--- config.mk ---
export PLATFORM = sky130hd
export DESIGN_NAME = piso_serializer
export DESIGN_NICKNAME = d
export VERILOG_FILES = /design/src/rtl/piso_serializer.sv
export SDC_FILE = /design/constraint.sdc
export NUM_CORES = 1
export LEC_CHECK = 0
export CORE_UTILIZATION = 46
export CTS_BUF_LIST = sky130_fd_sc_hd__clkbuf_8
export CTS_CLUSTER_SIZE = 25
export DETAILED_ROUTE_END_ITERATION = 12
export PLACE_DENSITY = 0.79
export REMOVE_ABC_BUFFERS = 1
export SYNTH_ARGS = -nofsm -noshare
export SYNTH_HDL_FRONTEND = slang
export SYNTH_SLANG_ARGS = --single-unit
--- constraint.sdc ---
create_clock -name clk -period 1.21 [get_ports clk]
set_input_delay 0.242 -clock clk [delete_from_list [all_inputs] [get_ports clk]]
set_output_delay 0.242 -clock clk [all_outputs]
set_load 0.02 [all_outputs]
--- src/rtl/piso_serializer.sv ---
// Parallel-in / serial-out converter with a one-word hold register in front of
// the shifter, valid/ready handshakes on both sides and a wrapping word counter.
module piso_serializer #(
  parameter int WIDTH     = 4,
  parameter bit MSB_FIRST = 1'b1
) (
  input  logic             clk,
  input  logic             rst,
  input  logic [WIDTH-1:0] parallel_in,
  input  logic             in_valid,
  output logic             in_ready,
  output logic             serial_out,
  output logic             out_valid,
  input  logic             out_ready,
  output logic             frame_start,
  output logic             frame_last,
  output logic             busy,
  output logic [7:0]       word_count
);

  localparam int                CNT_W    = $clog2(WIDTH);
  localparam logic [CNT_W-1:0] LAST_CNT = CNT_W'(WIDTH - 1);

  typedef enum logic {
    S_IDLE,
    S_SHIFT
  } state_t;

  state_t           r_state;
  logic             r_hold_full;
  logic [WIDTH-1:0] r_hold;
  logic [WIDTH-1:0] r_shift;
  logic [CNT_W-1:0] r_bit_cnt;
  logic [7:0]       r_word_count;
  logic             r_in_ready;

  logic             w_accept;
  logic             w_bit_hs;
  logic             w_last_hs;
  logic             w_xfer;
  logic [WIDTH-1:0] w_shift_next;

  assign w_accept  = in_valid & r_in_ready;
  assign w_bit_hs  = (r_state == S_SHIFT) & out_ready;
  assign w_last_hs = w_bit_hs & (r_bit_cnt == LAST_CNT);
  // The hold register drains into the shifter either into an idle shifter or
  // exactly on the last-bit handshake, which gives gap-free back-to-back words.
  assign w_xfer    = r_hold_full & ((r_state == S_IDLE) | w_last_hs);

  assign w_shift_next = MSB_FIRST ? {r_shift[WIDTH-2:0], 1'b0}
                                  : {1'b0, r_shift[WIDTH-1:1]};

  // NOTE: pure data storage qualified by a valid flag needs no reset; only the
  // flag does, so this register sits in its own clock-only block.
  always_ff @(posedge clk) begin
    if (w_accept) r_hold <= parallel_in;
  end

  // NOTE: sequential state uses non-blocking assignments so every register
  // samples the pre-edge values regardless of statement order.
  always_ff @(posedge clk or negedge rst) begin
    if (!rst) begin
      r_state      <= S_IDLE;
      r_hold_full  <= 1'b0;
      r_shift      <= '0;
      r_bit_cnt    <= '0;
      r_word_count <= '0;
      r_in_ready   <= 1'b0;
    end else begin
      // Accept and transfer are mutually exclusive because in_ready mirrors
      // an empty hold register.
      r_in_ready <= ~(w_accept | (r_hold_full & ~w_xfer));

      if (w_accept)    r_hold_full <= 1'b1;
      else if (w_xfer) r_hold_full <= 1'b0;

      if (w_last_hs) r_word_count <= r_word_count + 8'd1;

      case (r_state)
        S_IDLE: begin
          if (w_xfer) begin
            r_state   <= S_SHIFT;
            r_shift   <= r_hold;
            r_bit_cnt <= '0;
          end
        end
        S_SHIFT: begin
          if (w_bit_hs) begin
            if (w_last_hs) begin
              r_bit_cnt <= '0;
              if (w_xfer) begin
                r_shift <= r_hold;
              end else begin
                r_state <= S_IDLE;
                r_shift <= '0;
              end
            end else begin
              r_bit_cnt <= r_bit_cnt + CNT_W'(1);
              r_shift   <= w_shift_next;
            end
          end
        end
        default: r_state <= S_IDLE;
      endcase
    end
  end

  // The shifter is cleared whenever it goes idle, so serial_out reads 0 there.
  assign out_valid   = (r_state == S_SHIFT);
  assign serial_out  = MSB_FIRST ? r_shift[WIDTH-1] : r_shift[0];
  assign frame_start = out_valid & (r_bit_cnt == '0);
  assign frame_last  = out_valid & (r_bit_cnt == LAST_CNT);
  assign busy        = r_hold_full | out_valid;
  assign in_ready    = r_in_ready;
  assign word_count  = r_word_count;

endmodule

==> qor.yml <==
netlist.area_leader.share_pct: 42.3
drt_pass1_iterations: 4
vias: 832
timing.final.hold_violations: 0
fmax_ghz: 0.699
finalClockSkew_ps: 1.24
wl_per_cell_um: 15.2
grt_use_total_pct: 23.9
antenna_found_initial: 0
grt_pass1_vias: 879
grt_overflow: 0
cp.required_ps: 970
multiInputGateArea_um2: 514
synth_top_area_cell: "dfrtp_1"
rows: 16
viasPerCell: 5.07
max-cap-violations: 0
dp_slack_ps: -389
critPathCaptureType: "primary output"
synthDistinctLibCells: 28
drv_slew: 0
drc_errors: 0
gp_congestion: 0.751
final_common_cell: "buf_4"
cts_buffer_depth: 2
die-area_um2: 2380
rsz0062_at_grt: "true"
insertion_delay_ps: 260
antenna_cells: 0
antenna_left: 0
run_status: "finished, violations left"
drt-total-wl_um: 2500
start_util_pct: 50.2
violations: "setup timing"
io_buffers: 21
cts_max_level: 1
hpwl_um: 1520
cts.reportedPaths.clkPinSlew_ps: 70
finalSetupViolCount: 18
relSlewSlack_pct: 76.8
yosys_warnings: 0
tightest_slew_ps: 348
syn_area_per_cell_um2: 11.4
register_area_um2: 547
ir_worst_vdd_v: 0.00164
path_cells: "inv_1, ha_2, and2_4, buf_6"
cts_tree: "yes"
die_y_um: 48.7
grt_max_degree: 18
final_nets: 149
layout-drive-gt1-share_pct: 46.7
setup_ws_ps: -222
fill_cells: 120
cp_data_arrival_time_ps: 1190
most-common-layout-cells: "buf_4, dfrtp_1, buf_6"
holdCritPathClass: "in -> async"
critPathKind: "reg -> out"
yosysSeqAreaShare_pct: 54.3
critPathMaxFanout: 3
p_per_area_nw_per_um2: 2090
cts_buffers: 3
grt_pass1_wl_um: 4150
utilization_pct: 78.4
cp-start-kind: "register"
syn_area_um2: 1000
period_needed_ps: 1430
cpLargestDelayFamily: "flip-flops"
final_area_um2: 1570
placed_area_um2: 1370
fin_crit_sh_pct: 118
slowest_stage: "dfrtp_1"
syn_to_final_growth_pct: 56.2
clock_sinks: 21
p_leak_nw: 0.732
worst_path_largest_cell_delay_ps: 410
coreArea_um2: 2000
cts_root_buf: "clkbuf_8"
drt-initial-drc-count: 11
timing.critical_path.buf_inv: 2
io_pins: 22
synthTopCellsByArea: "dfrtp_1, edfxtp_1, ha_1"
synthCells: 88
die_w_um: 48.7
synth_seq_cells: 21
## layout make-up
cell class	count	share of cell area, %
flip-flops and latches	21	34.8
multi-input cells	59	32.8
repair buffers	48	26.2
clock buffers	3	2.63
well taps	27	2.15
inverters	5	1.20
clock inverters	1	0.239
## synth_stat cells
| library cell | instances |
|---|---|
| nand3_1 | 4 |
| nor2_1 | 3 |
| and2b_2 | 2 |
| inv_1 | 5 |
| and3b_2 | 1 |
| xnor2_1 | 3 |
| a21oi_1 | 2 |
| nand2_1 | 9 |
| nand2b_1 | 2 |
| a31o_2 | 1 |
| clkbuf_1 | 1 |
| edfxtp_1 | 4 |
| nand3b_1 | 4 |
| a21o_1 | 1 |
| and2_1 | 3 |
| nor4_4 | 1 |
| mux2i_1 | 2 |
| nand4_1 | 1 |
| o31ai_1 | 1 |
| o221ai_1 | 2 |
| mux2_2 | 2 |
| nand3_4 | 1 |
| buf_2 | 2 |
| nor3_1 | 2 |
| dfrtp_1 | 17 |
| ha_1 | 3 |
| xor2_1 | 4 |
| o21ai_0 | 5 |
## stage by stage
step / setup TNS, ps / power [mW] / hold WS, ps / instances
floorplan: -389 / 1.81 / -53.6 / 85
global placement: -6200 / 2.41 / 498 / 151
detailed placement: -6780 / 2.47 / 505 / 151
CTS: -1190 / 3.12 / 311 / 160
global route: -2980 / 3.48 / 322 / 164
finish: -1950 / 3.28 / 312 / 164
## report_power, final
group	switching (mW)	internal [mW]
clock	0.218	0.226
combinational	0.808	0.886
sequential	0.201	0.940
## kinds of logic after synthesis
family,synth area share [%]
AND/OR/NAND/NOR,20.8
flip-flops,54.3
multiplexers,4.23
XOR/XNOR,6.10
AO/OA/AOI/OAI,7.60
adder cells (fa/ha/maj),3.74
buffers and inverters,3.24
## state kept, by name, indices dropped and copies added (netlist names)
name         flops
r_hold           4
out_valid        1
word_count       8
r_bit_cnt        2
r_shift          4
in_ready         1
r_hold_full      1
## final timing paths
path | startpoint | endpoint | slack (ps) | cells after the start
max reg2reg | r_bit_cnt[0] | word_count[6] | -200 | 5
min reg2reg | r_shift[3] | r_shift[3] | 540 | 2
min in group clk | parallel_in[2] | r_hold[2] | 530 | 1
max in group asynchronous | rst | out_valid | 700 | 2
max | r_bit_cnt[0] | frame_start | -220 | 4
min | rst | r_shift[3] | 310 | 2
## routing by layer
metal	share of wire [%]	vias up	global-route usage, %	wire (µm)
li1	-	402	-	-
met1	41	410	27.0	1030
met2	53	14	40.3	1330
met3	2.3	6	4.40	57
met4	3.3	0	17.2	82
met5	0	-	0	0
## timing repair
action                     CTS  global route
hold buffers                 0             0
buffers inserted             5             6
pin swaps                   10             7
resized for setup           61            23
setup endpoints to repair   30            31
Power figures use the tool's default switching activity.
